==> config.mk <==
export PLATFORM = sky130hd
export DESIGN_NAME = snowbro2_eeprom
export DESIGN_NICKNAME = d
export VERILOG_FILES = /design/src/rtl/snowbro2_eeprom.sv
export SDC_FILE = /design/constraint.sdc
export NUM_CORES = 1
export LEC_CHECK = 0
export ABC_AREA = 1
export CORE_MARGIN = 1
export CORE_UTILIZATION = 37
export DETAILED_ROUTE_END_ITERATION = 10
export PLACE_DENSITY = 0.55
export SLEW_MARGIN = 10
export SYNTH_ARGS = -nofsm -noshare
export SYNTH_HDL_FRONTEND = slang
export SYNTH_SLANG_ARGS = --single-unit
==> constraint.sdc <==
create_clock -name CLK -period 4.9 [get_ports CLK]
set_input_delay 0.49 -clock CLK [delete_from_list [all_inputs] [get_ports CLK]]
set_output_delay 0.49 -clock CLK [all_outputs]
set_load 0.02 [all_outputs]
==> src/rtl/snowbro2_eeprom.sv <==
// 93C46-style serial EEPROM responder (64x16) with optional host load/save port.
// Optional host port enabled by defining SNOWBRO2_EEPROM_HOST_EN.
module snowbro2_eeprom #(
  parameter int BUSY_CYCLES = 4800
) (
  input  logic        CLK,
  input  logic        RESET,
  input  logic        SCS,
  input  logic        SCLK,
  input  logic        SDI,
  output logic        SDO,
  output logic        BUSY,
  input  logic [5:0]  HOST_ADDR,
  input  logic [15:0] HOST_DIN,
  input  logic        HOST_WE,
  output logic [15:0] HOST_DOUT
);

  localparam logic [2:0] IDLE   = 3'd0;
  localparam logic [2:0] OPC    = 3'd1;
  localparam logic [2:0] ADDR   = 3'd2;
  localparam logic [2:0] RDUMMY = 3'd3;
  localparam logic [2:0] RDATA  = 3'd4;
  localparam logic [2:0] WDATA  = 3'd5;
  localparam logic [2:0] ARMED  = 3'd6;
  localparam logic [2:0] PROG   = 3'd7;

  localparam logic [15:0] BUSY_LOAD = 16'(BUSY_CYCLES - 1);

  logic [2:0]  cs_sh, ck_sh, di_sh;
  logic        cs, di, rise, cs_fall;
  logic [2:0]  state;
  logic [4:0]  cnt;
  logic [7:0]  cmd, nxt_cmd;
  logic [5:0]  addr;
  logic [15:0] rd_sh, wr_dat;
  logic        op_all, wen;
  logic [15:0] busy_cnt;
  logic [6:0]  pidx;
  logic        sdo, busy;
  logic        prog_we;
  logic [5:0]  prog_addr;
  logic [15:0] mem [64];

  // [1] is the synchronized level, [2] the history bit for edge detection
  always_ff @(posedge CLK or posedge RESET) begin
    if (RESET) begin
      cs_sh <= '0;
      ck_sh <= '0;
      di_sh <= '0;
    end else begin
      cs_sh <= {cs_sh[1:0], SCS};
      ck_sh <= {ck_sh[1:0], SCLK};
      di_sh <= {di_sh[1:0], SDI};
    end
  end

  assign cs      = cs_sh[1];
  assign di      = di_sh[1];
  assign rise    = ck_sh[1] & ~ck_sh[2];
  assign cs_fall = ~cs_sh[1] & cs_sh[2];
  assign nxt_cmd = {cmd[6:0], di};

  always_ff @(posedge CLK or posedge RESET) begin
    if (RESET) begin
      state    <= IDLE;
      cnt      <= '0;
      cmd      <= '0;
      addr     <= '0;
      rd_sh    <= '0;
      wr_dat   <= '0;
      op_all   <= 1'b0;
      wen      <= 1'b0;
      busy_cnt <= '0;
      pidx     <= '0;
      sdo      <= 1'b1;
      busy     <= 1'b0;
    end else begin
      case (state)
        IDLE: begin
          sdo <= 1'b1;
          if (cs && rise && di) begin
            state <= OPC;
            cnt   <= '0;
          end
        end
        OPC: begin
          if (cs_fall) begin
            state <= IDLE;
            sdo   <= 1'b1;
          end else if (rise) begin
            cmd <= nxt_cmd;
            cnt <= cnt + 5'd1;
            if (cnt == 5'd1) begin
              state <= ADDR;
              cnt   <= '0;
            end
          end
        end
        ADDR: begin
          if (cs_fall) begin
            state <= IDLE;
            sdo   <= 1'b1;
          end else if (rise) begin
            cmd <= nxt_cmd;
            cnt <= cnt + 5'd1;
            if (cnt == 5'd5) begin
              addr <= nxt_cmd[5:0];
              cnt  <= '0;
              case (nxt_cmd[7:6])
                2'b10: begin
                  state <= RDUMMY;
                  rd_sh <= mem[nxt_cmd[5:0]];
                  sdo   <= 1'b0;
                end
                2'b01: begin
                  state  <= WDATA;
                  op_all <= 1'b0;
                end
                2'b11: begin
                  state  <= ARMED;
                  op_all <= 1'b0;
                  wr_dat <= 16'hFFFF;
                end
                default: begin
                  case (nxt_cmd[5:4])
                    2'b01: begin
                      state  <= WDATA;
                      op_all <= 1'b1;
                    end
                    2'b10: begin
                      state  <= ARMED;
                      op_all <= 1'b1;
                      wr_dat <= 16'hFFFF;
                    end
                    2'b11: begin
                      state <= IDLE;
                      wen   <= 1'b1;
                    end
                    default: begin
                      state <= IDLE;
                      wen   <= 1'b0;
                    end
                  endcase
                end
              endcase
            end
          end
        end
        RDUMMY: begin
          if (cs_fall) begin
            state <= IDLE;
            sdo   <= 1'b1;
          end else if (rise) begin
            state <= RDATA;
            sdo   <= rd_sh[15];
            rd_sh <= {rd_sh[14:0], 1'b0};
            cnt   <= 5'd1;
          end
        end
        RDATA: begin
          if (cs_fall) begin
            state <= IDLE;
            sdo   <= 1'b1;
          end else if (rise) begin
            // after the last data bit, park on the ready level until CS drops
            if (cnt == 5'd16) begin
              sdo <= 1'b1;
            end else begin
              sdo   <= rd_sh[15];
              rd_sh <= {rd_sh[14:0], 1'b0};
              cnt   <= cnt + 5'd1;
            end
          end
        end
        WDATA: begin
          if (cs_fall) begin
            state <= IDLE;
            sdo   <= 1'b1;
          end else if (rise) begin
            wr_dat <= {wr_dat[14:0], di};
            cnt    <= cnt + 5'd1;
            if (cnt == 5'd15) state <= ARMED;
          end
        end
        ARMED: begin
          sdo <= 1'b1;
          if (cs_fall) begin
            if (wen) begin
              state    <= PROG;
              busy     <= 1'b1;
              busy_cnt <= BUSY_LOAD;
              pidx     <= '0;
            end else begin
              state <= IDLE;
            end
          end
        end
        default: begin
          sdo      <= ~cs;
          busy_cnt <= busy_cnt - 16'd1;
          if (pidx != 7'd64) pidx <= pidx + 7'd1;
          if (busy_cnt == 16'd0) begin
            state <= IDLE;
            busy  <= 1'b0;
            sdo   <= 1'b1;
          end
        end
      endcase
    end
  end

  assign prog_we   = (state == PROG) && (op_all ? (pidx < 7'd64) : (pidx == 7'd0));
  assign prog_addr = op_all ? pidx[5:0] : addr;

  // the PROG write is issued last so it wins a same-word collision with the host
  always_ff @(posedge CLK) begin
`ifdef SNOWBRO2_EEPROM_HOST_EN
    if (HOST_WE) mem[HOST_ADDR] <= HOST_DIN;
`endif
    if (prog_we) mem[prog_addr] <= wr_dat;
  end

`ifdef SNOWBRO2_EEPROM_HOST_EN
  always_ff @(posedge CLK or posedge RESET) begin
    if (RESET) HOST_DOUT <= '0;
    else       HOST_DOUT <= mem[HOST_ADDR];
  end
`else
  logic host_unused;
  assign host_unused = ^{HOST_ADDR, HOST_DIN, HOST_WE};
  assign HOST_DOUT   = '0;
`endif

  assign SDO  = sdo;
  assign BUSY = busy;

endmodule
==> results of run 1 <==
-- synthesized netlist by cell type --
master / count / area (µm²)
buf_2: 94 / 470
o21ba_1: 1 / 10.0
a31o_2: 1 / 8.76
xor2_1: 3 / 26.3
nand4_1: 7 / 43.8
a31oi_1: 2 / 12.5
nor3_1: 8 / 40.0
nand2_2: 2 / 12.5
ha_1: 15 / 188
and3_1: 4 / 25.0
nor3b_1: 1 / 7.51
inv_2: 10 / 37.5
a21boi_1: 1 / 7.51
clkinv_1: 1 / 3.75
or2_2: 4 / 25.0
a21oi_1: 43 / 215
nand3_1: 905 / 4530
o2111ai_2: 1 / 15.0
nor2_4: 1 / 11.3
buf_1: 15 / 56.3
o21a_1: 1 / 7.51
conb_1: 1 / 3.75
o21ai_1: 5 / 25.0
o22ai_1: 1 / 6.26
nor4_1: 3 / 18.8
nor2_1: 184 / 691
o211ai_1: 4 / 30.0
nand2_1: 1407 / 5280
nor2_2: 3 / 18.8
o21ai_0: 35 / 175
o221ai_1: 1 / 8.76
dfstp_2: 1 / 26.3
o31ai_1: 3 / 22.5
dfrtp_1: 87 / 2180
inv_1: 59 / 221
buf_4: 42 / 315
clkbuf_1: 90 / 338
nor3_2: 1 / 10.0
edfxtp_1: 1024 / 30700
buf_6: 15 / 169
-- per-layer routing --
| layer | global-route usage, % | vias to the layer above |
|---|---|---|
| li1 | - | 14172 |
| met1 | 26.8 | 14693 |
| met2 | 30.8 | 785 |
| met3 | 2.65 | 182 |
| met4 | 5.57 | 0 |
| met5 | 0 | - |
-- area by class of cell --
type	count	area, µm²	share of cell area, %
timing repair buffer	123	1090	2.11
antenna	1	2.50	0.00485
multi-input combinational	2663	11500	22.3
sequential	1112	33000	63.9
clock buffer	151	3090	5.97
inverter	70	283	0.548
clock inverter	66	616	1.19
tap	1637	2050	3.97
-- power groups by stage --
| stage | combinational [µW] | sequential, µW | clock, µW |
|---|---|---|---|
| 6_report | 7110 | 11900 | 8630 |
| 5_1_grt | 7780 | 11900 | 9110 |
| 4_1_cts | 7140 | 11900 | 8780 |
| 3_5_place_dp | 7120 | 12100 | 0 |
| 3_3_place_gp | 7080 | 12000 | 0 |
| 2_1_floorplan | 4130 | 12100 | 0 |
-- stage by stage --
stage          hold WS (ns)  total power (µW)  cell area [µm²]  cells
5_1_grt               0.222             28800            51600   5822
3_5_place_dp          0.336             19200            47900   5605
4_1_cts               0.189             27800            51600   5822
3_3_place_gp          0.333             19100            47900   5605
2_1_floorplan         0.331             16200            46100   4101
6_report              0.237             27600            51600   5823
-- cells by family after synthesis --
group           share of synthesized area [%]
fa+ha+maj                               0.408
flops                                    71.6
other cells                           0.00815
xor+xnor                               0.0571
compound gates                           1.18
simple gates                             23.3
buf+inv                                  3.50
-- placed cells by master, fill, tap and decap left out, types with 4 or more instances in the layout --
master           synthesis  routed
nand2_1               1407    1407
ha_1                    15      15
nor3_1                   8       8
a21oi_1                 43      43
clkbuf_16                0     117
clkinvlp_4               0       4
buf_4                   42     105
inv_1                   59      56
clkdlybuf4s50_1          0       6
clkbuf_1                90      31
edfxtp_1              1024    1024
conb_1                   1      16
dfrtp_2                  0      17
nand4_1                  7       7
buf_12                   0      12
clkinv_2                 0      23
o211ai_1                 4       4
inv_2                   10       9
bufinv_16                0      10
nor2_1                 184     184
o21ai_0                 35      35
dfrtp_1                 87      67
or2_2                    4       4
o21ai_1                  5       5
clkinv_1                 1      23
and3_1                   4       4
nand3_1                905     905
-- final timing paths --
| path | startpoint | endpoint | slack (ns) | cells after the start |
|---|---|---|---|---|
| max in group asynchronous | RESET | cmd[1]$_DFFE_PP0P_ | 3.64 | 3 |
| worst max-delay path | state[2]$_DFFE_PP0P_ | mem[6][4]$_DFFE_PP_ | 1.67 | 9 |
| worst min-delay path | SCLK | ck_sh[0]$_DFF_PP0_ | 0.24 | 1 |
| worst max register to register | state[2]$_DFFE_PP0P_ | mem[6][4]$_DFFE_PP_ | 1.67 | 9 |
| worst min register to register | ck_sh[0]$_DFF_PP0_ | ck_sh[1]$_DFF_PP0_ | 0.35 | 0 |
| min in group asynchronous | RESET | busy_cnt[12]$_DFFE_PP0P_ | 0.36 | 2 |
-- registers in the layout (all words and copies together), names as in the netlist --
register and count:
mem 1024, pidx 7, di_sh 2, BUSY 1
wen 1, SDO 1, busy_cnt 16, cmd 7
cs_sh 3, state 3, op_all 1, ck_sh 3
addr 6, wr_dat 16, rd_sh 16, cnt 5
-- critical path: stages (launching register included) --
cell	delay [ns]
dfrtp_1	0.47
nand2_1	0.14
nor2_1	0.16
inv_1	0.08
nor2_1	0.11
o21ai_0	0.18
nor2_1	0.25
nand2_1	0.51
nor2_1	0.64
buf_4	0.36
==> results.json, run 1 <==
{
  "critPathArrivalTime_ns": 3.62,
  "fill_cells": 11699,
  "drt_iter0_drc": 2695,
  "period_share_pct": 65.9,
  "ant_nets": 0,
  "dpl.hpwl_um": 64900,
  "die_x_um": 355,
  "clock_path_buffers": 3,
  "hold_buffers": 0,
  "wl_met2_um": 56700,
  "clockRootBuffer": "clkbuf_16",
  "placement.io_buffers": 6,
  "syn_area_per_cell_um2": 11.3,
  "fin_util_pct": 41.8,
  "wirelength_um": 121000,
  "end_kind": "register",
  "place_congestion": 0.820,
  "fmax_ghz": 0.309,
  "clk_latency_ns": 0.70,
  "die_h_um": 355,
  "grt_pass1_wl_um": 182000,
  "cts_setup_buffers": 0,
  "worstPathMaxFanout": 12,
  "ys_seq_area_share_pct": 71.6,
  "rsz0062_at_grt": "no",
  "clkPwrFrac_pct": 31.3,
  "layout-drive-gt1-share_pct": 7.84,
  "wl_met1_um": 54900,
  "numClockSinks": 1112,
  "grt.total_usage_pct": 19.1,
  "skew_ns": 0.0224,
  "grt_overflow": 0,
  "netlist_instances": 4086,
  "drc": 0,
  "die-area_um2": 126000,
  "cts_tree": "done",
  "start_kind": "register",
  "antenna_found_initial": 0,
  "ys_types": 40,
  "netlist_area_um2": 46000,
  "tns_ns": 0,
  "dpl_worst_slack_ns": 1.70,
  "via_per_inst": 5.12,
  "routedWlPerCell_um": 20.8,
  "status": "finished clean",
  "drv_slew": 0,
  "wl_met3_um": 6440,
  "cts_resized": 0,
  "yosys_warnings": 0,
  "dr.pass1.iters": 5,
  "areaGrowthSynthToFinish_pct": 12.2,
  "grt_start_max_net_pins": 164,
  "p_leak_uw": 0.0192,
  "ys_ff_latch": 1112,
  "h-tree-depth": 3,
  "power.switching_uw": 9430,
  "vias": 29832,
  "initial_core_util_pct": 37.2,
  "path_clk_slew_ns": 0.06,
  "nNetsFinal": 4127,
  "ir_drop_mv": 0.315,
  "min_path_type": "input pin to register",
  "crit_type": "register to register",
  "placementRows": 129,
  "worstMarginPinSlew_ns": 0.951,
  "maxSlewHeadroom_pct": 36.6,
  "worst_slack_ns": 1.67,
  "layout_min_cycle_time_ns": 3.23,
  "pwr-share-comb_pct": 25.8,
  "finalSetupViolCount": 0,
  "sw_frac_of_total_pct": 34.2,
  "internal_power_uw": 18200,
  "coreArea_um2": 124000,
  "pwr-share-seq_pct": 43.0,
  "required_ns": 5.28,
  "top_layer_used": "met4",
  "grt_pass1_vias": 28550,
  "ios": 46,
  "cts_buffers": 114,
  "hold_viol": 0,
  "max_cap_violations": 0,
  "p_per_area_nw_per_um2": 534
}
(Power assumes the default switching activity.)
==> inputs of run 2 (changes only) <==
Settings changed: PLACE_DENSITY 0.55 to 0.56.
Clock period 4.9 ns to 2.7 ns, I/O delays scaled along.
==> run 2 against run 1 <==
  * Sequential power rose by 82%
  * Clock power up 83%
  * Maximum frequency rose by 29%
  * Sequential share of layout area down 1.8 points
  * Utilization increased by 1.2 points
  * Critical path depth is 1 higher
==> results.json, run 2 (synthesis gave the netlist of run 1 again) <==
{
  "h-tree-depth": 3,
  "min_path_type": "input pin to register",
  "cts_resized": 0,
  "grt.total_usage_pct": 19.1,
  "grt_pass1_vias": 28266,
  "drv_slew": 0,
  "pwr-share-seq_pct": 42.5,
  "layoutNonFillerInstCount": 5889,
  "pwr-share-comb_pct": 26.7,
  "p_leak_uw": 0.0198,
  "via_per_inst": 5.09,
  "placement.io_buffers": 6,
  "clockRootBuffer": "clkbuf_16",
  "finalSetupViolCount": 0,
  "grt_start_max_net_pins": 96,
  "clock_path_buffers": 3,
  "die-area_um2": 126000,
  "period_share_pct": 92.6,
  "maxSlewHeadroom_pct": 32.1,
  "end_kind": "register",
  "sw_frac_of_total_pct": 34.3,
  "die_h_um": 355,
  "placementRows": 129,
  "antenna_cells": 0,
  "mostFrequentLayoutCell": "nand2_1",
  "drt_iter0_drc": 2738,
  "cpMostUsedCell": "nor2_1",
  "ir_drop_mv": 0.676,
  "clk_latency_ns": 0.71,
  "hold_viol": 0,
  "die_x_um": 355,
  "areaGrowthSynthToFinish_pct": 15.5,
  "final_cell_mix": "nand2_1, edfxtp_1, nand3_1",
  "nNetsFinal": 4195,
  "place_inst": 5669,
  "design_area_um2": 53200,
  "clkPwrFrac_pct": 30.9,
  "p_per_area_nw_per_um2": 962,
  "coreArea_um2": 124000,
  "internal_power_uw": 33600,
  "worstPathMaxFanout": 12,
  "rsz0062_at_grt": "no",
  "routedWlPerCell_um": 20.5,
  "cts_tree": "done",
  "antenna_found_initial": 2,
  "dr.pass1.iters": 5,
  "fmax_ghz": 0.400,
  "crit_path_max_incr_delay_ns": 0.46,
  "cts_buffers": 115,
  "status": "finished clean",
  "tns_ns": 0,
  "regMostFlops": "mem",
  "grt_pass1_wl_um": 182000,
  "path_clk_slew_ns": 0.06,
  "grt_overflow": 0,
  "max_cap_violations": 0,
  "dpl.hpwl_um": 70100,
  "critPathArrivalTime_ns": 2.90,
  "drc": 0,
  "ant_nets": 0,
  "fill_cells": 11425,
  "required_ns": 3.10,
  "numClockSinks": 1112,
  "layout-drive-gt1-share_pct": 9.31,
  "fin_util_pct": 43.0,
  "power.switching_uw": 17500,
  "vias": 29949,
  "wirelength_um": 121000,
  "skew_ns": 0.0330,
  "critPathSlowestCell": "dfrtp_1",
  "crit_type": "register to register",
  "ios": 46,
  "layout_min_cycle_time_ns": 2.50,
  "largest_reg_flops": 1024,
  "place_congestion": 0.885,
  "worstPathCellList": "nand2_1, nor2_1, inv_1, nor2_1, o21ai_0, nor2_1, nand2_1, buf_4, nor2_1, buf_12",
  "dpl_cell_area_um2": 49400,
  "worstMarginPinSlew_ns": 1.02,
  "fin_hold_ws_ns": 0.225,
  "initial_core_util_pct": 37.2,
  "start_kind": "register"
}
==> run 2: cell types whose count changed in the layout (fill, tap and decap cells not counted), moves of 2 or more <==
cell / delta
dlygate4sd3_1: +3
clkinv_1: +7
bufinv_16: +2
buf_4: -14
buf_12: +78
clkinv_2: +3
clkbuf_1: -11
==> run 2: final cells by class <==
cell class | instances | area (µm²) | share of cell area [%]
Multi-Input combinational cell | 2663 | 11500 | 21.7
Sequential cell | 1112 | 33000 | 62.0
Clock inverter | 77 | 701 | 1.32
Timing Repair Buffer | 190 | 2570 | 4.84
Tap cell | 1637 | 2050 | 3.85
Clock buffer | 140 | 3060 | 5.75
Inverter | 70 | 283 | 0.532
==> run 2: metal layers <==
| layer | GRT usage (%) | part of all wire [%] | vias to the layer above |
|---|---|---|---|
| met4 | 5.69 | 2.7 | 0 |
| li1 | - | - | 14337 |
| met5 | 0 | 0 | - |
| met1 | 27.3 | 45 | 14584 |
| met2 | 30.4 | 47 | 842 |
| met3 | 2.37 | 5.5 | 186 |
==> run 2: per-stage QoR <==
step                      setup WS (ns)  total power [µW]
after CTS                         0.204             51400
after detailed placement          0.223             35700
after floorplan                   0.153             29500
after global routing             0.0219             53300
final                             0.201             51200
after global placement            0.213             35600
==> run 2: worst paths after layout <==
path / to / cells past startpoint / from / slack, ns
min: di_sh[0]$_DFF_PP0_ / 1 / SDI / 0.22
min in group asynchronous: wen$_DFFE_PP0P_ / 3 / RESET / 0.53
min reg2reg: ck_sh[1]$_DFF_PP0_ / 0 / ck_sh[0]$_DFF_PP0_ / 0.35
max in group asynchronous: busy_cnt[9]$_DFFE_PP0P_ / 4 / RESET / 1.47
max: mem[6][13]$_DFFE_PP_ / 10 / state[2]$_DFFE_PP0P_ / 0.20
max reg2reg: mem[6][13]$_DFFE_PP_ / 10 / state[2]$_DFFE_PP0P_ / 0.20
==> run 2: critical path: cells and delay by family, from the launching register on <==
| kind | cells | cell delay (ns) |
|---|---|---|
| DFF | 1 | 0.46 |
| AOI/OAI and AO/OA | 1 | 0.19 |
| and+or+nand+nor | 6 | 1.02 |
| buffers and inverters | 3 | 0.52 |
==> run 2: power groups by stage <==
stage / Combinational (µW) / Clock, µW / Sequential (µW)
after floorplan: 7490 / 0 / 22000
after global placement: 13500 / 0 / 22000
after detailed placement: 13600 / 0 / 22100
after CTS: 13600 / 16100 / 21700
after global routing: 14900 / 16700 / 21800
final: 13600 / 15800 / 21700
==> run 2: what timing repair did <==
item / 4_1_cts / 5_1_grt
hold endpoints to repair: 39 / 0
hold buffers: 3 / 0
buffers inserted: 0 / 0
